--- src/rtl/mem_access_unit_pkg.sv ---
// Shared encodings and lane helpers for the MEM-stage load/store unit.
// Access-type codes match the core's macro.vh values.
package mem_access_unit_pkg;

    localparam logic [3:0] DT_W  = 4'd0;
    localparam logic [3:0] DT_HU = 4'd1;
    localparam logic [3:0] DT_H  = 4'd2;
    localparam logic [3:0] DT_BU = 4'd3;
    localparam logic [3:0] DT_B  = 4'd4;

    localparam logic [4:0] EXC_ADEL = 5'd4;
    localparam logic [4:0] EXC_ADES = 5'd5;

    typedef enum logic [1:0] {
        S_IDLE = 2'd0,
        S_BUSY = 2'd1,
        S_DONE = 2'd2
    } state_t;

    typedef enum logic [1:0] {
        SZ_BYTE = 2'd0,
        SZ_HALF = 2'd1,
        SZ_WORD = 2'd2
    } size_t;

    // Unknown type codes fall back to word accesses.
    function automatic size_t access_size(input logic [3:0] data_type);
        access_size = SZ_WORD;
        case (data_type)
            DT_B, DT_BU: access_size = SZ_BYTE;
            DT_H, DT_HU: access_size = SZ_HALF;
            default:     access_size = SZ_WORD;
        endcase
    endfunction

    function automatic logic misaligned(input logic [3:0] data_type, input logic [1:0] addr_lo);
        misaligned = 1'b0;
        case (access_size(data_type))
            SZ_BYTE: misaligned = 1'b0;
            SZ_HALF: misaligned = addr_lo[0];
            default: misaligned = |addr_lo;
        endcase
    endfunction

    function automatic logic [3:0] byte_enables(input logic [3:0] data_type, input logic [1:0] addr_lo);
        byte_enables = 4'b1111;
        case (access_size(data_type))
            SZ_BYTE: byte_enables = 4'b0001 << addr_lo;
            SZ_HALF: byte_enables = 4'b0011 << {addr_lo[1], 1'b0};
            default: byte_enables = 4'b1111;
        endcase
    endfunction

    function automatic logic [31:0] store_lanes(input logic [3:0] data_type, input logic [31:0] wdata);
        store_lanes = wdata;
        case (access_size(data_type))
            SZ_BYTE: store_lanes = {4{wdata[7:0]}};
            SZ_HALF: store_lanes = {2{wdata[15:0]}};
            default: store_lanes = wdata;
        endcase
    endfunction

endpackage

--- src/rtl/mem_access_unit_load_extend.sv ---
// Load-data lane select and sign/zero extension.
// Purely combinational: read word, low address bits and access type in, register-ready value out.
module mem_access_unit_load_extend
    import mem_access_unit_pkg::*;
(
    input  logic [31:0] rdata,
    input  logic [1:0]  addr_lo,
    input  logic [3:0]  data_type,
    output logic [31:0] data
);

    logic [7:0]  byte_lane;
    logic [15:0] half_lane;

    always_comb begin
        byte_lane = rdata[7:0];
        case (addr_lo)
            2'd0:    byte_lane = rdata[7:0];
            2'd1:    byte_lane = rdata[15:8];
            2'd2:    byte_lane = rdata[23:16];
            default: byte_lane = rdata[31:24];
        endcase
        half_lane = addr_lo[1] ? rdata[31:16] : rdata[15:0];
    end

    always_comb begin
        data = rdata;
        case (data_type)
            DT_B:    data = {{24{byte_lane[7]}}, byte_lane};
            DT_BU:   data = {24'h0, byte_lane};
            DT_H:    data = {{16{half_lane[15]}}, half_lane};
            DT_HU:   data = {16'h0, half_lane};
            default: data = rdata;
        endcase
    end

endmodule

--- src/rtl/mem_access_unit.sv ---
// MEM-stage load/store unit: turns EX/MEM requests into req/ack bus transactions,
// stalls the pipeline while a transfer is outstanding and flags address errors.
module mem_access_unit
    import mem_access_unit_pkg::*;
#(
    parameter int unsigned ADDR_W = 32
) (
    input  logic              clk,
    input  logic              reset,
    input  logic              MemtoRegM,
    input  logic              MemWriteM,
    input  logic [3:0]        DataTypeM,
    input  logic [31:0]       ALUResM,
    input  logic [31:0]       WriteDataM,
    input  logic              ExcOccurM,
    input  logic              FlushM,
    input  logic              HoldM,
    output logic              StallM,
    output logic [31:0]       ReadDataM,
    output logic              ExcOccurLd,
    output logic [4:0]        ExcCodeLd,
    output logic              bus_req,
    output logic              bus_we,
    output logic [ADDR_W-1:0] bus_addr,
    output logic [3:0]        bus_be,
    output logic [31:0]       bus_wdata,
    input  logic [31:0]       bus_rdata,
    input  logic              bus_ack
);

    state_t      state;
    state_t      state_nxt;
    logic        request;
    logic        misalign;
    logic        access;
    logic        start;
    logic        flushed;
    logic        load_q;
    logic [1:0]  addr_lo_q;
    logic [3:0]  data_type_q;
    logic [31:0] ext_data;

    assign request  = MemtoRegM | MemWriteM;
    assign misalign = misaligned(DataTypeM, ALUResM[1:0]);
    assign access   = request & ~ExcOccurM & ~FlushM & ~misalign;

    always_ff @(posedge clk or negedge reset) begin
        if (!reset) state <= S_IDLE;
        else        state <= state_nxt;
    end

    // Stall and exception outputs are forced low while reset is held so the
    // hazard unit never sees a stall from an abandoned transaction.
    always_comb begin
        state_nxt  = state;
        StallM     = 1'b0;
        ExcOccurLd = 1'b0;
        ExcCodeLd  = '0;
        start      = 1'b0;
        case (state)
            S_IDLE: begin
                if (access) begin
                    StallM    = 1'b1;
                    start     = 1'b1;
                    state_nxt = S_BUSY;
                end else if (request & ~ExcOccurM & ~FlushM & misalign) begin
                    ExcOccurLd = 1'b1;
                    ExcCodeLd  = MemtoRegM ? EXC_ADEL : EXC_ADES;
                end
            end
            S_BUSY: begin
                StallM = 1'b1;
                if (bus_ack) state_nxt = (flushed | FlushM) ? S_IDLE : S_DONE;
            end
            S_DONE: begin
                if (FlushM | ~HoldM) state_nxt = S_IDLE;
            end
            default: state_nxt = S_IDLE;
        endcase
        if (!reset) begin
            StallM     = 1'b0;
            ExcOccurLd = 1'b0;
            ExcCodeLd  = '0;
        end
    end

    always_ff @(posedge clk or negedge reset) begin
        if (!reset) begin
            bus_req     <= 1'b0;
            bus_we      <= 1'b0;
            bus_addr    <= '0;
            bus_be      <= '0;
            bus_wdata   <= '0;
            ReadDataM   <= '0;
            flushed     <= 1'b0;
            load_q      <= 1'b0;
            addr_lo_q   <= '0;
            data_type_q <= '0;
        end else begin
            if (start) begin
                bus_req     <= 1'b1;
                bus_we      <= MemWriteM & ~MemtoRegM;
                bus_addr    <= {ALUResM[ADDR_W-1:2], 2'b00};
                bus_be      <= byte_enables(DataTypeM, ALUResM[1:0]);
                bus_wdata   <= store_lanes(DataTypeM, WriteDataM);
                load_q      <= MemtoRegM;
                addr_lo_q   <= ALUResM[1:0];
                data_type_q <= DataTypeM;
                flushed     <= 1'b0;
            end
            if (state == S_BUSY) begin
                if (FlushM) flushed <= 1'b1;
                if (bus_ack) begin
                    bus_req <= 1'b0;
                    flushed <= 1'b0;
                    if (load_q & ~flushed & ~FlushM) ReadDataM <= ext_data;
                end
            end
        end
    end

    mem_access_unit_load_extend u_load_extend (
        .rdata     (bus_rdata),
        .addr_lo   (addr_lo_q),
        .data_type (data_type_q),
        .data      (ext_data)
    );

endmodule

--- config.mk ---
export PLATFORM = sky130hd
export DESIGN_NAME = mem_access_unit
export DESIGN_NICKNAME = d
export VERILOG_FILES = /design/src/rtl/mem_access_unit_pkg.sv /design/src/rtl/mem_access_unit_load_extend.sv /design/src/rtl/mem_access_unit.sv
export SDC_FILE = /design/constraint.sdc
export NUM_CORES = 1
export LEC_CHECK = 0
export ABC_AREA = 1
export CAP_MARGIN = 20
export CELL_PAD_IN_SITES_DETAIL_PLACEMENT = 1
export CELL_PAD_IN_SITES_GLOBAL_PLACEMENT = 1
export CORE_ASPECT_RATIO = 2
export CORE_MARGIN = 2
export CORE_UTILIZATION = 34
export CTS_CLUSTER_SIZE = 14
export DETAILED_ROUTE_END_ITERATION = 10
export GPL_TIMING_DRIVEN = 0
export PLACE_DENSITY = 0.87
export SLEW_MARGIN = 20
export SYNTH_ARGS = -nofsm -noshare
export SYNTH_HDL_FRONTEND = slang
export SYNTH_HIERARCHICAL = 1
export SYNTH_SLANG_ARGS = --single-unit
--- constraint.sdc ---
create_clock -name clk -period 4.3 [get_ports clk]
set_input_delay 1.29 -clock clk [delete_from_list [all_inputs] [get_ports clk]]
set_output_delay 1.29 -clock clk [all_outputs]
set_load 0.005 [all_outputs]
**Word-level counts from Yosys, hierarchy flattened**

Index checks and enable logic that the tools add are counted.

- Logic and storage cells: 88
- Memories kept: 0
- Bits in read-only memories: 0
- Register bits: 110
- RAM bits: 0
- Output and inout port bits: 109
- Latch bits: 0

- Divide/modulo/power cells: 0
- Magnitude comparators: 0
- Equality and inequality tests: 17
- Bitwise gates (word level): 16
- Add/subtract/negate cells: 0
- Multipliers: 0
- Reduce and logical (&&, ||, !) cells: 9
- Mux-type cells: 33
- Shift-type cells: 2

Operators with widths:

| kind | count |
|---|---|
| $pmux W32 S4 | 1 |
| $pmux W32 S2 | 1 |
| $pmux W8 S3 | 1 |
| $eq A4 B2 Y1 const B | 4 |
| $mux W16 | 1 |
| $mux W1 | 15 |
| $mux W2 | 5 |
| $mux W3 | 3 |
| $eq A2 B1 Y1 const B | 4 |
| $eq A4 B1 Y1 const B | 2 |
| $eq A4 B3 Y1 const B | 2 |
| $logic_not A2 Y1 | 4 |
| $pmux W4 S2 | 1 |
| $and A1 B1 Y1 | 7 |
| $ne A2 B2 Y1 const B | 3 |
| $not A1 Y1 | 6 |
| $pmux W2 S3 | 1 |
| $reduce_and A3 Y1 | 2 |
| $reduce_or A2 Y1 | 3 |
| $mux W5 | 1 |
| $eq A2 B2 Y1 const B | 2 |
| $pmux W1 S2 | 2 |
| $pmux W2 S2 | 1 |
| $shl A1 B2 Y4 const A | 1 |
| other kinds (2) | 4 |

**Longest topological paths before layout**

- Depth in word-level cells: 13
- Depth in mapped cells: 10

**Hierarchy**

Netlist, hierarchy kept.

Modules (own cells, without submodules):

| module | cells each | area each (um2) | times used | sequential area each (um2) |
|---|---|---|---|---|
| mem_access_unit | 587 | 4,774.6 | 1 | 2,752.6 |
| mem_access_unit_load_extend | 223 | 1,138.6 | 1 | 0.0 |

**Worst setup path after synthesis**

No wires, ideal clock.

- Path type: input -> output
- Start point: input DataTypeM[3]
- End point: output StallM
- Buffers on the path: 1
- Path slack: 0.914 ns
- Cell stages on the path: 6
- Data required time: 3.010 ns
- Data arrival time: 2.096 ns
- Path through: nor2_2 > nand2_2 > nand3_2 > nand3_4 > buf_6 > a21boi_0

- Cells in the longest elaborated chain, start to end: 10

RTL lines:

| element | line | source |
|---|---|---|
| from (decl) | mem_access_unit.sv:12 | `input logic [3:0] DataTypeM,` |
| $eq A4 B2 Y1 (tied with other cells) | mem_access_unit_pkg.sv:29 | `case (data_type)` |
| $reduce_or A2 Y1 | mem_access_unit_pkg.sv:29 |  |
| $pmux W2 S2 (*) | mem_access_unit_pkg.sv:29 |  |
| $eq A2 B1 Y1 / $logic_not A2 Y1 (equally long branches) | mem_access_unit_pkg.sv:38 | `case (access_size(data_type))` |
| $pmux W1 S2 (*) | mem_access_unit_pkg.sv:38 |  |
| $not A1 Y1 (*) | mem_access_unit.sv:45 | `assign access = request & ~ExcOccurM & ~FlushM & ~misalign;` |
| $and A1 B1 Y1 (*) | mem_access_unit.sv:45 |  |
| $mux W1 (*) | mem_access_unit.sv:62 | `if (access) begin` |
| $pmux W1 S2 (*) | mem_access_unit.sv:60 | `case (state)` |
| $mux W1 (*) | mem_access_unit.sv:80 | `if (!reset) begin` |
| to (decl) | mem_access_unit.sv:18 | `output logic StallM,` |

Mark *: on every way between the ends. The rest lies on a longest branch, timed or not.

**Final worst setup path**

- Start point: input ExcOccurM
- End point: output ExcCodeLd[2]

- Cells in the longest elaborated chain, start to end: 8

RTL lines:

| element | line | source |
|---|---|---|
| from (decl) | mem_access_unit.sv:15 | `input logic ExcOccurM,` |
| $not A1 Y1 (*) | mem_access_unit.sv:45, mem_access_unit.sv:66 |  |
| $and A1 B1 Y1 (*) (2 in series) | mem_access_unit.sv:45, mem_access_unit.sv:66 |  |
| $and A1 B1 Y1 | mem_access_unit.sv:66 | `end else if (request & ~ExcOccurM & ~FlushM & misalign) begin` |
| $mux W3 | mem_access_unit.sv:66 |  |
| $mux W3 (*) | mem_access_unit.sv:62 |  |
| $mux W3 (*) | mem_access_unit.sv:60 |  |
| $mux W5 (*) | mem_access_unit.sv:80 |  |
| to (decl) | mem_access_unit.sv:21 | `output logic [4:0] ExcCodeLd,` |

Marks and branches as above.

==> flow_summary.ini <==
[grt]
grt_pass1_wl_um = 35110
grt_max_degree = 67
gr-total-overflow = 0
track_usage_pct = 24.20
first_global_vias = 6750
antenna_found_initial = 2

[clock_network]
clkTransAtPathRegs_ns = 0.07
cts_tree = done
hold_buffers = 0
htreeDepth = 3
cts_root_buf = clkbuf_16
clkSinkCount = 110
clkLatencyLatePin_ns = 0.36
clock_path_buffers = 2
cts_buffers = 9

[logic_synthesis]
synth_simple_gate_area_share_pct = 38.76
yosysWarnings = 6
synth_area_leaders = dfrtp_1 (47%), nand2_1 (24%), nand3_1 (6.8%), nand3_2 (3.7%), inv_1 (3.7%)
synth.area.mux_share_pct = 0
syn_area_um2 = 5913
synth_top_family_by_area = simple AND/OR/NAND/NOR gates
synth-compound-area-share_pct = 5.523
synthCells = 810
ys_ff_latch = 110
synth_top_area_share_pct = 46.55
synth_xor_area_share_pct = 0
yosys.area.top_type = dfrtp_1
synthAdderAreaFrac_pct = 0
avgSynthCellArea_um2 = 7.300
yosysSeqAreaShare_pct = 46.55
synth_cell_types = 28

[floorplanning]
die_h_um = 190.5
rows = 68
start_util_pct = 34.41
dieWidth_um = 97.25
io_pins = 217
die-area_um2 = 18530
core_um2 = 17190

[timing]
fin_crit_sh_pct = 97.58
final.setup.tns_ns = 0
period_minus_slack_ns = 4.196
fmax_ghz = 0.2383
setup_viol = 0
hold_viol_final = 0
finalMaxSlewViolations = 0
fin_skew_ns = 0.004094
rsz0062_at_grt = false

[power_and_ir_drop]
cellLeakagePower_nw = 4.490
powerDensity_nw_per_um2 = 482.1
irDropWorstVdd_mv = 0.2376

[worst_hold_path]
hold_start = bus_wdata[9]$_DFFE_PN0P_
hold_path.class = reg2reg

[drt]
drt-initial-drc-count = 119
avgRoutedWirePerCell_um = 17.58
first_pass_iters = 4
via_per_inst = 4.921
via_count = 6186
ant_nets = 0
wirelength_um = 22090
drcViolationCount = 0

[finish]
fin_util_pct = 50.74
final_cell_mix = nand2_1 (382), clkdlybuf4s50_1 (201), dfrtp_1 (110)
final_common_cell = nand2_1
drive_gt1_share_pct = 10.05
layout.nets = 1148
synthToLayoutAreaGrowth_pct = 47.46

[placement]
hpwl_um = 17430
portBuffers = 211
gp_congestion = 0.9393

[critical_path]
crit_start = ExcOccurM
crit_fanout = 2
r2r_start = data_type_q[2]$_DFFE_PN0P_
cp-end-kind = primary output
crit_required_ns = 3.01
cp.arrival_ns = 2.91
start_kind = input port
crit_type = in2out

[job]
max-cap-violations = 0

[status]
status = complete, no violations
-- sequential cells by signal, indices dropped and copies added, names as in the netlist --
register	count
ReadDataM	32
addr_lo_q	2
bus_addr	30
bus_be	4
bus_req	1
bus_wdata	32
bus_we	1
data_type_q	4
flushed	1
load_q	1
state	2
-- final cells by class --
type                    count  area [um^2]
repair buffers            215         2173
inverters                  71        266.5
plain buffers              43        271.5
fillers                  2175         8467
diodes                      2        5.005
clock buffers              11        252.7
flip-flops and latches    110         2753
well taps                 210        262.8
multi-input cells         590         2670
clock inverters             5        65.06
-- routing by layer --
layer | vias up | part of all wire [%] | track usage (%)
met5 | - | 0 | 0
met4 | 0 | 5.2 | 14.00
met3 | 56 | 4.7 | 4.692
met2 | 185 | 59 | 48.99
met1 | 2977 | 31 | 21.48
li1 | 2968 | - | -
-- Yosys cell counts (all sizes together) --
| library cell | instances |
|---|---|
| or2 | 2 |
| a21oi | 8 |
| nand4 | 3 |
| inv | 63 |
| clkbuf | 11 |
| o21ai | 50 |
| a21boi | 3 |
| clkinv | 8 |
| a32o | 1 |
| nand3 | 104 |
| conb | 1 |
| dfrtp | 110 |
| buf | 32 |
| nand2 | 389 |
| nor2 | 25 |
-- power by group --
part           total (mW)  internal (mW)  switching, mW
logic                1.78          0.912          0.864
clock network       0.905          0.490          0.415
registers            1.52           1.34          0.188
-- cell families (layout without fill, tap and decap cells) --
family                 count (synthesis)  after routing
AOI/OAI and AO/OA                     62             62
buffers and inverters                114            345
DFF                                  110            110
other                                  1              7
and+or+nand+nor                      523            523
-- critical path, stage by stage --
cell,delay (ns)
clkdlybuf4s50_1,0.43
nor2_1,0.16
nand2_2,0.10
nor2_4,0.16
nand3_2,0.11
inv_2,0.08
buf_4,0.09
clkdlybuf4s50_1,0.48
-- final timing paths --
kind	cells past startpoint	end	slack (ns)
worst max-delay path	8	ExcCodeLd[2]	0.10
worst min-delay path	2	bus_wdata[9]$_DFFE_PN0P_	0.49
worst max register to register	7	ReadDataM[7]$_DFFE_PN0P_	2.33
worst min register to register	2	bus_wdata[9]$_DFFE_PN0P_	0.49
max in group asynchronous	2	ReadDataM[3]$_DFFE_PN0P_	2.75
min in group asynchronous	1	bus_we$_DFFE_PN0P_	0.86
-- per-stage QoR --
step / setup slack, ns / power (mW) / hold WS, ns / instances / cell area, um^2
5_1_grt: 0.01440 / 4.496 / 0.5162 / 1257 / 8720
4_1_cts: 0.004302 / 4.258 / 0.4912 / 1255 / 8695
6_report: 0.1039 / 4.204 / 0.4863 / 1257 / 8720
3_3_place_gp: -4.140 / 3.248 / 0.4617 / 1235 / 8303
2_1_floorplan: 0.9139 / 2.311 / 0.4724 / 814 / 5928
3_5_place_dp: -0.3910 / 3.319 / 0.4688 / 1236 / 8332
-- timing repair --
item / in CTS / in global routing
pin swaps: 4 / 4
setup endpoints to repair: 4 / 4
gates resized for setup: 11 / 12
buffers inserted: 3 / 0
Power figures use the tool's default switching activity.
